==> src/rtl/disp_scheduler.sv <==
// Time-shares the 4-digit BCD display between NUM_SRC binary sources with dwell rotation and strobe pre-emption.
// Latency: bcd_out commits 16 cycles after LOAD (1 load + 14 shift-add-3 + 1 commit); triggers while busy merge into one pending slot.
module disp_scheduler #(
    parameter int NUM_SRC = 4,
    parameter int DWELL   = 100000000,
    parameter int CNT_W   = 27
) (
    input  logic                    i_clk,
    input  logic                    i_rst,
    input  logic [14*NUM_SRC-1:0]   i_value_in,
    input  logic [NUM_SRC-1:0]      i_upd,
    input  logic                    i_hold,
    output logic [15:0]             o_bcd_out,
    output logic [1:0]              o_src_sel,
    output logic                    o_busy
);

    typedef enum logic [1:0] {
        S_IDLE,
        S_LOAD,
        S_CONVERT,
        S_COMMIT
    } state_t;

    localparam logic [CNT_W-1:0] LP_CNT_LAST = CNT_W'(DWELL - 1);
    localparam logic [1:0]       LP_SRC_LAST = 2'(NUM_SRC - 1);

    state_t            r_state;
    state_t            w_state_nxt;
    logic              r_pending;
    logic [CNT_W-1:0]  r_cnt;
    logic [1:0]        r_src_sel;
    logic [13:0]       r_bin;
    logic [15:0]       r_acc;
    logic [3:0]        r_iter;
    logic [15:0]       r_bcd;
    logic              r_busy;

    logic              w_any_upd;
    logic [1:0]        w_upd_idx;
    logic              w_wrap;
    logic [13:0]       w_raw;
    logic [13:0]       w_cap;
    logic [15:0]       w_acc_adj;
    logic              w_take_pending;

    function automatic logic [3:0] add3(input logic [3:0] n);
        return (n >= 4'd5) ? n + 4'd3 : n;
    endfunction

    always_comb begin
        w_any_upd = |i_upd;
        w_upd_idx = 2'd0;
        for (int k = NUM_SRC - 1; k >= 0; k--) begin
            if (i_upd[k]) w_upd_idx = 2'(k);
        end
        w_wrap = !i_hold && (r_cnt == LP_CNT_LAST);
    end

    always_comb begin
        w_raw = 14'd0;
        for (int k = 0; k < NUM_SRC; k++) begin
            if (r_src_sel == 2'(k)) w_raw = i_value_in[14*k +: 14];
        end
        w_cap = (w_raw > 14'd9999) ? 14'd9999 : w_raw;
    end

    assign w_acc_adj = {add3(r_acc[15:12]), add3(r_acc[11:8]),
                        add3(r_acc[7:4]),   add3(r_acc[3:0])};

    always_comb begin
        w_state_nxt    = r_state;
        w_take_pending = 1'b0;
        case (r_state)
            S_IDLE: begin
                if (r_pending) begin
                    w_take_pending = 1'b1;
                    w_state_nxt    = S_LOAD;
                end
            end
            S_LOAD:    w_state_nxt = S_CONVERT;
            S_CONVERT: if (r_iter == 4'd13) w_state_nxt = S_COMMIT;
            S_COMMIT:  w_state_nxt = S_IDLE;
            default:   w_state_nxt = S_IDLE;
        endcase
    end

    always_ff @(posedge i_clk) begin
        if (i_rst) r_state <= S_IDLE;
        else       r_state <= w_state_nxt;
    end

    // Override beats a coincident dwell wrap; hold never blocks an override.
    always_ff @(posedge i_clk) begin
        if (i_rst) begin
            r_cnt     <= '0;
            r_src_sel <= 2'd0;
            r_pending <= 1'b1;
        end else begin
            if (w_any_upd) begin
                r_cnt     <= '0;
                r_src_sel <= w_upd_idx;
            end else if (!i_hold) begin
                if (w_wrap) begin
                    r_cnt     <= '0;
                    r_src_sel <= (r_src_sel == LP_SRC_LAST) ? 2'd0 : r_src_sel + 2'd1;
                end else begin
                    r_cnt <= r_cnt + 1'b1;
                end
            end
            if (w_any_upd || w_wrap) r_pending <= 1'b1;
            else if (w_take_pending) r_pending <= 1'b0;
        end
    end

    always_ff @(posedge i_clk) begin
        if (i_rst) begin
            r_bin  <= 14'd0;
            r_acc  <= 16'd0;
            r_iter <= 4'd0;
            r_bcd  <= 16'd0;
            r_busy <= 1'b0;
        end else begin
            case (r_state)
                S_LOAD: begin
                    r_bin  <= w_cap;
                    r_acc  <= 16'd0;
                    r_iter <= 4'd0;
                    r_busy <= 1'b1;
                end
                S_CONVERT: begin
                    r_acc  <= {w_acc_adj[14:0], r_bin[13]};
                    r_bin  <= {r_bin[12:0], 1'b0};
                    r_iter <= r_iter + 4'd1;
                end
                S_COMMIT: begin
                    r_bcd  <= r_acc;
                    r_busy <= 1'b0;
                end
                default: ;
            endcase
        end
    end

    assign o_bcd_out = r_bcd;
    assign o_src_sel = r_src_sel;
    assign o_busy    = r_busy;

endmodule

==> config.mk <==
export PLATFORM = sky130hd
export DESIGN_NAME = disp_scheduler
export DESIGN_NICKNAME = d
export VERILOG_FILES = /design/src/rtl/disp_scheduler.sv
export SDC_FILE = /design/constraint.sdc
export NUM_CORES = 1
export LEC_CHECK = 0
export ABC_CLOCK_PERIOD_IN_PS = 3600
export CORE_MARGIN = 3
export CORE_UTILIZATION = 30
export CTS_CLUSTER_SIZE = 24
export DETAILED_ROUTE_END_ITERATION = 16
export GPL_ROUTABILITY_DRIVEN = 0
export SYNTH_ARGS = -nofsm -noshare
export SYNTH_HDL_FRONTEND = slang
export SYNTH_SLANG_ARGS = --single-unit
==> constraint.sdc <==
create_clock -name i_clk -period 3.6 [get_ports i_clk]
set_clock_uncertainty 0.05 [all_clocks]
set_input_delay 0.72 -clock i_clk [delete_from_list [all_inputs] [get_ports i_clk]]
set_output_delay 0.72 -clock i_clk [all_outputs]
set_load 0.05 [all_outputs]
==> flow_summary_export.csv <==
group,metric,value,unit
run_status,status,"completed",
synth,syn_nets,620,
layout,instances_no_fill,788,
clock_network,clockBufferDepth,2,
global_route,grt_max_degree,53,
die,start_util,0.315,
placement,placed_cell_area,5410,sq um
route,first_iter_violations,269,
synth,syn_area_per_cell,8.33,sq um
route,totalWireLength,11.7,mm
die,dieWidth,128,um
placement,place_inst,772,
synth,synth-async-reset-ratio,0,
power,power_density,465,nW/um^2
worst_setup_path,cp_cell_sequence,"ha_1, inv_1, o22ai_1, o21ai_0, a211oi_1, a41o_1",
die,rows,43,
layout,antennaDiodeCount,0,
route,antenna_left,0,
layout,final_area,5690,sq um
synth,ys_types,57,
clock_network,htree_levels,3,
layout,syn2layout_area_growth,27.2,%
clock_network,cts_buffers,9,
placement,port-buffer-count,81,
power,p_total,2.64,mW
worst_setup_path,cp.arrival,3.03,ns
layout,layout_commonest_cell,"dfxtp_1",
clock_network,insertion_delay,0.33,ns
global_route,overflow,0,
route,via_count,4105,
clock_network,postCtsSetupBuffers,0,
die,core,14200,sq um
sta,post-route-period-util,0.779,
global_route,grt_pass1_wl,19.7,mm
worst_setup_path,cp_top_family,"compound AO/OA/AOI/OAI gates",
worst_setup_path,cp_slowest_cell,"ha_1",
synth,yosys_warnings,0,
worst_hold_path,holdCritPathClass,"register to register",
global_route,antenna_found_initial,0,
placement,dpl.hpwl,8.61,mm
layout,ff_latch_area,1660,sq um
sta,tightest_slew,0.981,ns
route,first_pass_iters,5,
clock_network,clockRootBuffer,"clkbuf_16",
synth,yosysSeqAreaShare,0.372,
layout,fillers,1427,
sta,min_period,2.80,ns
clock_network,clk_pin_slew,0.06,ns
layout,drive_above_1_share,0.0461,
synth,synth-seq-cells,83,
worst_setup_path,cp_max_fo,21,
synth,yosys.area.top_type,"dfxtp_1",
sta,rsz0062_at_grt,"no",
worst_setup_path,slowest_delay,0.66,ns
clock_network,ctsResizeCount,0,
route,drc,0,
route,routedWlPerCell,14.8,um
power,leakage,1.92,nW
worst_setup_path,critical_path_class,"register to register",
clock_network,hold_buffers,0,
sta,whs,0.402,ns
worst_setup_path,startpoint_type,"register",
synth,ys.flop_type,"dfxtp_1",
sta,finalSetupTns,0,ns
die,die_h,128,um
clock_network,cts_tree,"built",
run,cap_violations,0,
synth,synthTopCellsByArea,"dfxtp_1 37%, nor2_1 6.7%, ha_1 5.6%",
power,peakVddDrop,0.285,mV
synth,netlist_area,4470,sq um
layout,fin_nets,686,
route,vias_per_cell,5.21,
synth,synth-edff-count,0,
sta,setup_viol,0,
die,ios,82,
worst_setup_path,required,3.83,ns
layout,multi_input_area,2570,sq um
sta,slew_headroom,0.346,
sta,slew_viol_final,0,
synth,synthCells,537,
die,die_area,16400,sq um
worst_setup_path,setup.worst_path.end_class,"register",
global_route,grt.total_usage,0.146,
global_route,grt_pass1_vias,4125,
sta,hold_violations,0,
sta,fmax,357,MHz
worst_setup_path,cp_num_buf_inv,1,
layout,final_cell_mix,"83 x dfxtp_1, 80 x nor2_1, 80 x clkdlybuf4s50_1",
synth,synth_top_area_frac,0.372,
clock_network,clock_sinks,83,
## through the flow
stage               utilization  worst slack [ns]
finish                    0.400             0.797
detailed placement        0.381             0.693
global placement          0.381             0.721
floorplan                     -             0.842
CTS                       0.400             0.835
global route              0.400             0.554
## registers in the layout, indices dropped and copies added, names as in the netlist
register / cells
r_cnt: 27
r_state: 2
r_bin: 14
r_pending: 1
r_iter: 4
o_src_sel: 2
o_busy: 1
o_bcd_out: 16
r_acc: 16
## worst paths after layout
| path | from | endpoint | slack (ns) | cells after the start |
|---|---|---|---|---|
| hold reg to reg | r_pending | r_pending | 0.40 | 1 |
| hold / removal | r_pending | r_pending | 0.40 | 1 |
| setup / recovery | o_src_sel[0] | r_bin[7] | 0.80 | 6 |
| setup reg to reg | o_src_sel[0] | r_bin[7] | 0.80 | 6 |
## kinds of logic after synthesis
kind of cell,synth area share
simple gates,0.247
compound gates,0.172
flops,0.372
buf+inv,0.0523
xor+xnor,0.0607
fa+ha+maj,0.0560
mux,0.0403
## layout make-up
| class | count | area share |
|---|---|---|
| clock buffer | 10 | 0.0403 |
| clock inverter | 6 | 0.00880 |
| inverter | 23 | 0.0152 |
| multi-input combinational | 398 | 0.453 |
| sequential | 83 | 0.292 |
| tap | 180 | 0.0396 |
| timing repair buffer | 88 | 0.151 |
## Yosys cell counts, drive strengths merged (4+ instances only)
| master | count |
|---|---|
| a221oi | 11 |
| a32oi | 7 |
| or4 | 4 |
| mux2i | 18 |
| xor2 | 4 |
| o211ai | 7 |
| or3 | 12 |
| a21o | 4 |
| buf | 8 |
| nor2b | 9 |
| xnor2 | 27 |
| nand4 | 4 |
| inv | 23 |
| nor4 | 8 |
| o22ai | 6 |
| dfxtp | 83 |
| a22oi | 6 |
| o21ai | 13 |
| nand2b | 10 |
| ha | 20 |
| a21oi | 22 |
| nor2 | 80 |
| nor3 | 16 |
| nand2 | 35 |
| a41o | 4 |
| o31ai | 4 |
| a211oi | 6 |
| and2 | 5 |
| clkbuf | 25 |
| nand3 | 19 |
## per-layer routing
| layer | part of all wire | global-route usage | vias to the layer above | wire [um] |
|---|---|---|---|---|
| li1 | - | - | 2044 | - |
| met1 | 0.43 | 0.182 | 1933 | 5070 |
| met2 | 0.50 | 0.247 | 109 | 5800 |
| met3 | 0.053 | 0.0350 | 19 | 623 |
| met4 | 0.014 | 0.0499 | 0 | 168 |
| met5 | 0 | 0 | - | 0 |
## where the power goes
group | internal (mW) | leakage [nW] | switching, mW
logic | 0.285 | 1.13 | 0.451
clock network | 0.475 | 0.123 | 0.385
registers | 1.00 | 0.672 | 0.0483
No activity file was read; power rests on OpenSTA's default activity.
